## config.mk

```make
export PLATFORM = sky130hd
export DESIGN_NAME = cache_controller_flat
export DESIGN_NICKNAME = d
export VERILOG_FILES = /design/src/rtl/cache_controller_pkg.sv /design/src/rtl/cache_controller_if.sv /design/src/rtl/cache_controller_ace_wait_timer.sv /design/src/rtl/cache_controller.sv /design/src/flat_wrapper.sv
export SDC_FILE = /design/constraint.sdc
export NUM_CORES = 1
export LEC_CHECK = 0
export ABC_AREA = 1
export CORE_MARGIN = 4
export CORE_UTILIZATION = 29
export CTS_BUF_LIST = sky130_fd_sc_hd__clkbuf_16
export CTS_CLUSTER_SIZE = 14
export DETAILED_ROUTE_END_ITERATION = 10
export GPL_ROUTABILITY_DRIVEN = 0
export GPL_TIMING_DRIVEN = 0
export PLACE_DENSITY = 0.48
export REMOVE_ABC_BUFFERS = 1
export SLEW_MARGIN = 25
export SYNTH_ARGS = -nofsm -noshare
export SYNTH_HDL_FRONTEND = slang
export SYNTH_SLANG_ARGS = --single-unit
```

## constraint.sdc

```tcl
create_clock -name clk -period 2.1 [get_ports clk]
set_input_delay 0.42 -clock clk [delete_from_list [all_inputs] [get_ports clk]]
set_output_delay 0.42 -clock clk [all_outputs]
set_load 0.02 [all_outputs]
```

## src/rtl/cache_controller_pkg.sv

```systemverilog
// Shared types for the CPU-side MESI cache controller.
//   mesi_t     : line coherence state, I=00 S=01 E=10 M=11
//   cc_state_t : controller FSM states
//   helpers    : MESI predicates used by the lookup decode
package cache_controller_pkg;

  typedef enum logic [1:0] {
    MESI_I = 2'b00,
    MESI_S = 2'b01,
    MESI_E = 2'b10,
    MESI_M = 2'b11
  } mesi_t;

  typedef enum logic [2:0] {
    CC_IDLE,
    CC_LOOKUP,
    CC_WB,
    CC_REFILL,
    CC_UPGRADE
  } cc_state_t;

  function automatic logic mesi_valid(mesi_t s);
    return s != MESI_I;
  endfunction

  function automatic logic mesi_dirty(mesi_t s);
    return s == MESI_M;
  endfunction

  // E and M lines are owned exclusively, so a store can complete locally.
  function automatic logic mesi_writable(mesi_t s);
    return (s == MESI_E) || (s == MESI_M);
  endfunction

endpackage

```

## src/rtl/cache_controller_if.sv

```systemverilog
// Bundle of CPU request/response, datapath lookup/array-write and ACE
// request/completion signals around the cache controller.
//   master : environment side (CPU, datapath, ACE controller)
//   slave  : the cache controller
interface cache_controller_if;
  logic       cpu_req_valid;
  logic       cpu_req_we;
  logic       cpu_req_ready;
  logic       cpu_resp_valid;
  logic       cpu_resp_err;
  logic       hit;
  logic [1:0] line_state;
  logic       ace_resp_shared;
  logic       ace_ready;
  logic       read_req;
  logic       write_req;
  logic       invalid_req;
  logic       addr_we;
  logic       tag_we;
  logic       state_we;
  logic [1:0] new_state;
  logic       data_we;
  logic       data_sel;

  modport master (
    output cpu_req_valid, cpu_req_we, hit, line_state, ace_resp_shared, ace_ready,
    input  cpu_req_ready, cpu_resp_valid, cpu_resp_err, read_req, write_req,
           invalid_req, addr_we, tag_we, state_we, new_state, data_we, data_sel
  );

  modport slave (
    input  cpu_req_valid, cpu_req_we, hit, line_state, ace_resp_shared, ace_ready,
    output cpu_req_ready, cpu_resp_valid, cpu_resp_err, read_req, write_req,
           invalid_req, addr_we, tag_we, state_we, new_state, data_we, data_sel
  );
endinterface

```

## src/rtl/cache_controller_ace_wait_timer.sv

```systemverilog
// Counts cycles spent waiting for ace_ready.
//   clk, rst_n : clock, async active-low reset
//   clear      : restart count at 0 (has priority over enable)
//   enable     : count one wait cycle
//   expire     : count has reached ACE_TIMEOUT-1 (last allowed wait cycle)
// The count saturates at ACE_TIMEOUT-1 so it can never wrap back to a
// non-expired value.
module cache_controller_ace_wait_timer #(
  parameter int ACE_TIMEOUT = 1024
) (
  input  logic clk,
  input  logic rst_n,
  input  logic clear,
  input  logic enable,
  output logic expire
);

  localparam int TW = $clog2(ACE_TIMEOUT);
  localparam logic [TW-1:0] LAST = TW'(ACE_TIMEOUT - 1);

  logic [TW-1:0] count_q;

  always_ff @(posedge clk or negedge rst_n) begin
    if (!rst_n) begin
      count_q <= '0;
    end else if (clear) begin
      count_q <= '0;
    end else if (enable && (count_q != LAST)) begin
      count_q <= count_q + 1'b1;
    end
  end

  assign expire = (count_q == LAST);

endmodule

```

## src/rtl/cache_controller.sv

```systemverilog
// CPU-side MESI cache controller. Accepts one CPU load/store at a time,
// evaluates hit/line state from the datapath, issues single-cycle
// ReadShared / WriteClean / MakeUnique requests to the ACE controller,
// then updates tag/state/data arrays and answers the CPU.
//   clk, rst_n : clock, async active-low reset
//   bus        : cache_controller_if.slave (CPU, datapath, ACE signals)
// A wait for ace_ready longer than ACE_TIMEOUT cycles aborts the request
// with cpu_resp_err and no array update.
module cache_controller
  import cache_controller_pkg::*;
#(
  parameter int ACE_TIMEOUT = 1024
) (
  input  logic                 clk,
  input  logic                 rst_n,
  cache_controller_if.slave    bus
);

  cc_state_t state_q, state_d;
  logic      we_q;
  mesi_t     line_mesi;
  logic      line_hit;
  logic      timer_clear, timer_enable, timer_expire;

  logic  req_ready, resp_valid, resp_err;
  logic  rd_req, wr_req, inv_req;
  logic  a_we, t_we, s_we, d_we, d_sel;
  mesi_t n_state;

  assign line_mesi = mesi_t'(bus.line_state);
  // A tag match on an invalid line is a miss.
  assign line_hit  = bus.hit && mesi_valid(line_mesi);

  cache_controller_ace_wait_timer #(.ACE_TIMEOUT(ACE_TIMEOUT)) u_timer (
    .clk    (clk),
    .rst_n  (rst_n),
    .clear  (timer_clear),
    .enable (timer_enable),
    .expire (timer_expire)
  );

  always_ff @(posedge clk or negedge rst_n) begin
    if (!rst_n) begin
      state_q <= CC_IDLE;
      we_q    <= 1'b0;
    end else begin
      state_q <= state_d;
      if (state_q == CC_IDLE && bus.cpu_req_valid) we_q <= bus.cpu_req_we;
    end
  end

  always_comb begin
    state_d    = state_q;
    req_ready  = 1'b0;
    resp_valid = 1'b0;
    resp_err   = 1'b0;
    rd_req     = 1'b0;
    wr_req     = 1'b0;
    inv_req    = 1'b0;
    a_we       = 1'b0;
    t_we       = 1'b0;
    s_we       = 1'b0;
    d_we       = 1'b0;
    d_sel      = 1'b0;
    n_state    = MESI_I;
    unique case (state_q)
      CC_IDLE: begin
        req_ready = 1'b1;
        if (bus.cpu_req_valid) begin
          a_we    = 1'b1;
          state_d = CC_LOOKUP;
        end
      end
      CC_LOOKUP: begin
        if (line_hit && !we_q) begin
          resp_valid = 1'b1;
          state_d    = CC_IDLE;
        end else if (line_hit && mesi_writable(line_mesi)) begin
          d_we       = 1'b1;
          s_we       = 1'b1;
          n_state    = MESI_M;
          resp_valid = 1'b1;
          state_d    = CC_IDLE;
        end else if (line_hit) begin
          inv_req = 1'b1;
          state_d = CC_UPGRADE;
        end else if (mesi_dirty(line_mesi)) begin
          wr_req  = 1'b1;
          state_d = CC_WB;
        end else begin
          rd_req  = 1'b1;
          state_d = CC_REFILL;
        end
      end
      CC_WB, CC_REFILL, CC_UPGRADE: begin
        // ace_ready on the expiry cycle still counts as a normal completion.
        if (bus.ace_ready) begin
          if (state_q == CC_WB) begin
            rd_req  = 1'b1;
            state_d = CC_REFILL;
          end else if (state_q == CC_REFILL) begin
            t_we    = 1'b1;
            d_we    = 1'b1;
            d_sel   = 1'b1;
            s_we    = 1'b1;
            n_state = bus.ace_resp_shared ? MESI_S : MESI_E;
            // Re-run the lookup so a store can take the E or S path.
            state_d = CC_LOOKUP;
          end else begin
            d_we       = 1'b1;
            s_we       = 1'b1;
            n_state    = MESI_M;
            resp_valid = 1'b1;
            state_d    = CC_IDLE;
          end
        end else if (timer_expire) begin
          resp_valid = 1'b1;
          resp_err   = 1'b1;
          state_d    = CC_IDLE;
        end
      end
      default: state_d = CC_IDLE;
    endcase
  end

  assign timer_enable = (state_q == CC_WB) || (state_q == CC_REFILL) || (state_q == CC_UPGRADE);
  assign timer_clear  = (state_d != state_q);

  assign bus.cpu_req_ready  = req_ready;
  assign bus.cpu_resp_valid = resp_valid;
  assign bus.cpu_resp_err   = resp_err;
  assign bus.read_req       = rd_req;
  assign bus.write_req      = wr_req;
  assign bus.invalid_req    = inv_req;
  assign bus.addr_we        = a_we;
  assign bus.tag_we         = t_we;
  assign bus.state_we       = s_we;
  assign bus.new_state      = n_state;
  assign bus.data_we        = d_we;
  assign bus.data_sel       = d_sel;

endmodule

```

## src/flat_wrapper.sv

```systemverilog
// flat-port wrapper written by rule: the top's interface ports become plain ports
module cache_controller_flat import cache_controller_pkg::*;
#(
  parameter int ACE_TIMEOUT = 1024
)
  (clk, rst_n, bus_cpu_req_valid, bus_cpu_req_we, bus_hit, bus_line_state, bus_ace_resp_shared, bus_ace_ready, bus_cpu_req_ready, bus_cpu_resp_valid, bus_cpu_resp_err, bus_read_req, bus_write_req, bus_invalid_req, bus_addr_we, bus_tag_we, bus_state_we, bus_new_state, bus_data_we, bus_data_sel);
  cache_controller_if bus_i ();
  input  logic clk;
  input  logic rst_n;
  input wire logic [$bits(bus_i.cpu_req_valid)-1:0] bus_cpu_req_valid;
  input wire logic [$bits(bus_i.cpu_req_we)-1:0] bus_cpu_req_we;
  input wire logic [$bits(bus_i.hit)-1:0] bus_hit;
  input wire logic [$bits(bus_i.line_state)-1:0] bus_line_state;
  input wire logic [$bits(bus_i.ace_resp_shared)-1:0] bus_ace_resp_shared;
  input wire logic [$bits(bus_i.ace_ready)-1:0] bus_ace_ready;
  output wire logic [$bits(bus_i.cpu_req_ready)-1:0] bus_cpu_req_ready;
  output wire logic [$bits(bus_i.cpu_resp_valid)-1:0] bus_cpu_resp_valid;
  output wire logic [$bits(bus_i.cpu_resp_err)-1:0] bus_cpu_resp_err;
  output wire logic [$bits(bus_i.read_req)-1:0] bus_read_req;
  output wire logic [$bits(bus_i.write_req)-1:0] bus_write_req;
  output wire logic [$bits(bus_i.invalid_req)-1:0] bus_invalid_req;
  output wire logic [$bits(bus_i.addr_we)-1:0] bus_addr_we;
  output wire logic [$bits(bus_i.tag_we)-1:0] bus_tag_we;
  output wire logic [$bits(bus_i.state_we)-1:0] bus_state_we;
  output wire logic [$bits(bus_i.new_state)-1:0] bus_new_state;
  output wire logic [$bits(bus_i.data_we)-1:0] bus_data_we;
  output wire logic [$bits(bus_i.data_sel)-1:0] bus_data_sel;
  assign bus_i.cpu_req_valid = bus_cpu_req_valid;
  assign bus_i.cpu_req_we = bus_cpu_req_we;
  assign bus_i.hit = bus_hit;
  assign bus_i.line_state = bus_line_state;
  assign bus_i.ace_resp_shared = bus_ace_resp_shared;
  assign bus_i.ace_ready = bus_ace_ready;
  assign bus_cpu_req_ready = bus_i.cpu_req_ready;
  assign bus_cpu_resp_valid = bus_i.cpu_resp_valid;
  assign bus_cpu_resp_err = bus_i.cpu_resp_err;
  assign bus_read_req = bus_i.read_req;
  assign bus_write_req = bus_i.write_req;
  assign bus_invalid_req = bus_i.invalid_req;
  assign bus_addr_we = bus_i.addr_we;
  assign bus_tag_we = bus_i.tag_we;
  assign bus_state_we = bus_i.state_we;
  assign bus_new_state = bus_i.new_state;
  assign bus_data_we = bus_i.data_we;
  assign bus_data_sel = bus_i.data_sel;
  cache_controller #(.ACE_TIMEOUT(ACE_TIMEOUT)) u_core (.clk(clk), .rst_n(rst_n), .bus(bus_i));
endmodule
```

==> metrics <==
status=completed; Slew @ Worst Pin=0.639 ns; row count=20; P_leak=0.634 nW; FILL cells=340; vias in the first global route=872; dpl cells=193; die area=4310 µm²; DR pass1 iterations=6; R2R Path Start=u_core.u_timer.count_q[1]$_DFFE_PN0P_; Clock Latency Late Sink=0.24 ns; FMAX=0.491 GHz; aggregate global-route resource usage=12.1%; CTS tree=yes; Post-DP HPWL=1.74 mm; layout cell share with drive strength beyond 1=35.7%; leading area contributor after synthesis=dfrtp_1; Arrival @ worst endpoint=1.62 ns; setup ws final=0.0649 ns; initial antenna violation count=0; Tot Pwr=1.57 mW; clk_skew=0.000524 ns; sw power=702 µW; initial detailed-routing violation count=24; CTS Buffer Depth=2; largest stage delay on the critical path=0.38 ns; Vias/cell=4.55; WP buf/inv=5; CP endpoint kind=output port; syn avg cell area=7.41 µm²; CP max stage cell=dfrtp_2; Root Buffer=clkbuf_16; Cell Count, Final, Fillers Out=201; Hold Buf Count CTS=0; Area Overhead vs Synth=42.2%; CTS sink cnt=14; unrepaired setup endpoints after global routing=true; Hold Path Origin=u_core.we_q$_DFFE_PN0P_; YS warnings=0; max-cap violation count=0; Final Util=43.8%; Min-Delay Path Depth=2; main area contributors after synthesis=dfrtp_1 36%, nand2_1 11%, nor2_2 8.4%, nand3_1 4.7%, nor2_1 4.7%; sequential fraction of the synthesis area=36.4%; worst reg-to-reg setup slack=0.46 ns; Die H=65.6 µm; Final setup viols=0; DRC=0; post-synthesis register bit count=14; Hold EP=u_core.we_q$_DFFE_PN0P_; CP top delay family=buffers and inverters; Mapped Area=963 µm²; ant diodes=0; Cells after Synth=130; total grt overflow=0; Area after DPL=1210 µm²; CP Cell Sequence=inv_2 > nor3_4 > inv_2 > nand2_1 > inv_1 > o21ai_4 > inv_2 > a21oi_2 > buf_6; htree depth=1; Ports=22; Critical Path RT=1.68 ns; via count=915; hold_ws=0.529 ns; antenna viol nets, final=0; Layout Nets=169; crit-path most repeated cell=inv_2; Int Pwr=871 µW; worst min path class=flop to flop; Startpoint Class=flop; max-slew violation count=0; die width=65.6 µm; combinational share of power=54.8%; routed wire length=2.29 mm; drt wl/cell=11.4 µm; final non-filler cell area=1370 µm²; Setup TNS=0 ns; Reg clk slew, reported paths=0.04 ns; Final min period=2.04 ns; r2r endpoint=u_core.u_timer.count_q[9]$_DFFE_PN0P_; largest net degree at the start of global routing=15; number of cells on the worst reg-to-reg path=10; pre-CTS setup slack=-0.728 ns; clock share of power=22.3%; Crit Path Class=flop to output port; Sw Ratio=44.6%; power share of the sequential group=23.0%; Hold Fails Final Rpt=0; first-pass GRT wire length=4.08 mm; Yosys cell types=22; Initial Util=30.8%; Pwr Density=1150 nW/µm²; IO Port Bufs=21; CP Max Fanout=6; CTS buffer count=3; Rel. slew slack=57.3%; Worst IR Drop VDD=0.510 mV; Synth top area share=36.4%; Core Footprint=3130 µm²; Tcrit/Tclk final=96.9%
## state kept, by name, indices dropped and copies added, names as in the netlist
register                flops
u_core.u_timer.count_q     10
u_core.state_q              3
u_core.we_q                 1
## tightest hold or removal path, stage by stage, from the launching register on
cell and delay [ns]:
dfrtp_1 0.37, nand2_1 0.06, nand2_1 0.06
## metal layers
layer / GRT usage [%] / wire, µm / share of wire, %
met1: 16.2 / 1030 / 45
met2: 19.1 / 1160 / 51
met3: 4.27 / 95 / 4.1
met4: 1.55 / 6 / 0.26
met5: 0 / 0 / 0
## what timing repair did
item                       4_1_cts  5_1_grt
setup endpoints to repair       12        7
gates cloned                     0        0
setup buffers                    1        4
pin swaps                        0        1
gates resized for setup         37       16
## cells by family after synthesis
family,synth area share (%)
and+or+nand+nor,41.7
xor gates and xnor gates,7.27
adders and majority gates,1.30
AOI/OAI and AO/OA,5.20
buffers and inverters,8.18
DFF,36.4
## layout make-up
type / count / area, µm² / share of cell area, %
clock buffer: 3 / 75.1 / 5.48
tap: 44 / 55.1 / 4.02
multi-input combinational: 97 / 582 / 42.5
inverter: 17 / 66.3 / 4.84
sequential: 14 / 354 / 25.8
timing repair buffer: 26 / 238 / 17.4
## power groups by stage
stage               clock network, mW  logic (mW)  registers [mW]
floorplan                           0       0.540           0.358
global placement                    0       0.792           0.370
detailed placement                  0       0.790           0.372
CTS                             0.363       0.764           0.372
global route                    0.377       0.952           0.369
finish                          0.351       0.861           0.361
## synthesized netlist by cell type, drive strengths merged
master	number
nor2	26
dfrtp	14
nand2	34
o21ai	6
a32o	1
buf	2
xnor2	3
inv	17
nand3	11
nor3	3
ha	1
nand4	5
xor2	5
a21oi	2
## worst max path at each step
| stage | startpoint | to | slack, ns | cells past startpoint |
|---|---|---|---|---|
| after floorplan | u_core.state_q[1]$_DFF_PN0_ | bus_new_state[1] | -0.31 | 8 |
| after global placement | bus_line_state[1] | bus_new_state[1] | -0.71 | 10 |
| after detailed placement | bus_line_state[1] | bus_new_state[1] | -0.73 | 10 |
| after CTS | bus_hit | bus_new_state[1] | -0.01 | 10 |
| after global routing | u_core.state_q[1]$_DFF_PN0_ | bus_new_state[1] | -0.06 | 10 |
| final | u_core.state_q[0]$_DFF_PN0_ | bus_new_state[1] | 0.06 | 9 |
## cells in the final DEF, fill, tap and decap left out, types with 2 or more instances in the layout
cell and n:
buf_4 5, buf_6 2, clkbuf_16 3, clkdlybuf4s15_2 2
clkdlybuf4s50_1 5, dfrtp_1 11, dfrtp_2 3, dlygate4sd2_1 8
dlymetal6s2s_1 2, inv_1 8, inv_2 8, nand2_1 28
nand2_2 5, nand3_1 7, nand3_2 3, nand4_1 5
nor2_1 11, nor2_2 14, nor3_1 2, o21ai_0 3
xnor2_1 3, xor2_1 5
No activity file was read; power rests on OpenSTA's default activity.
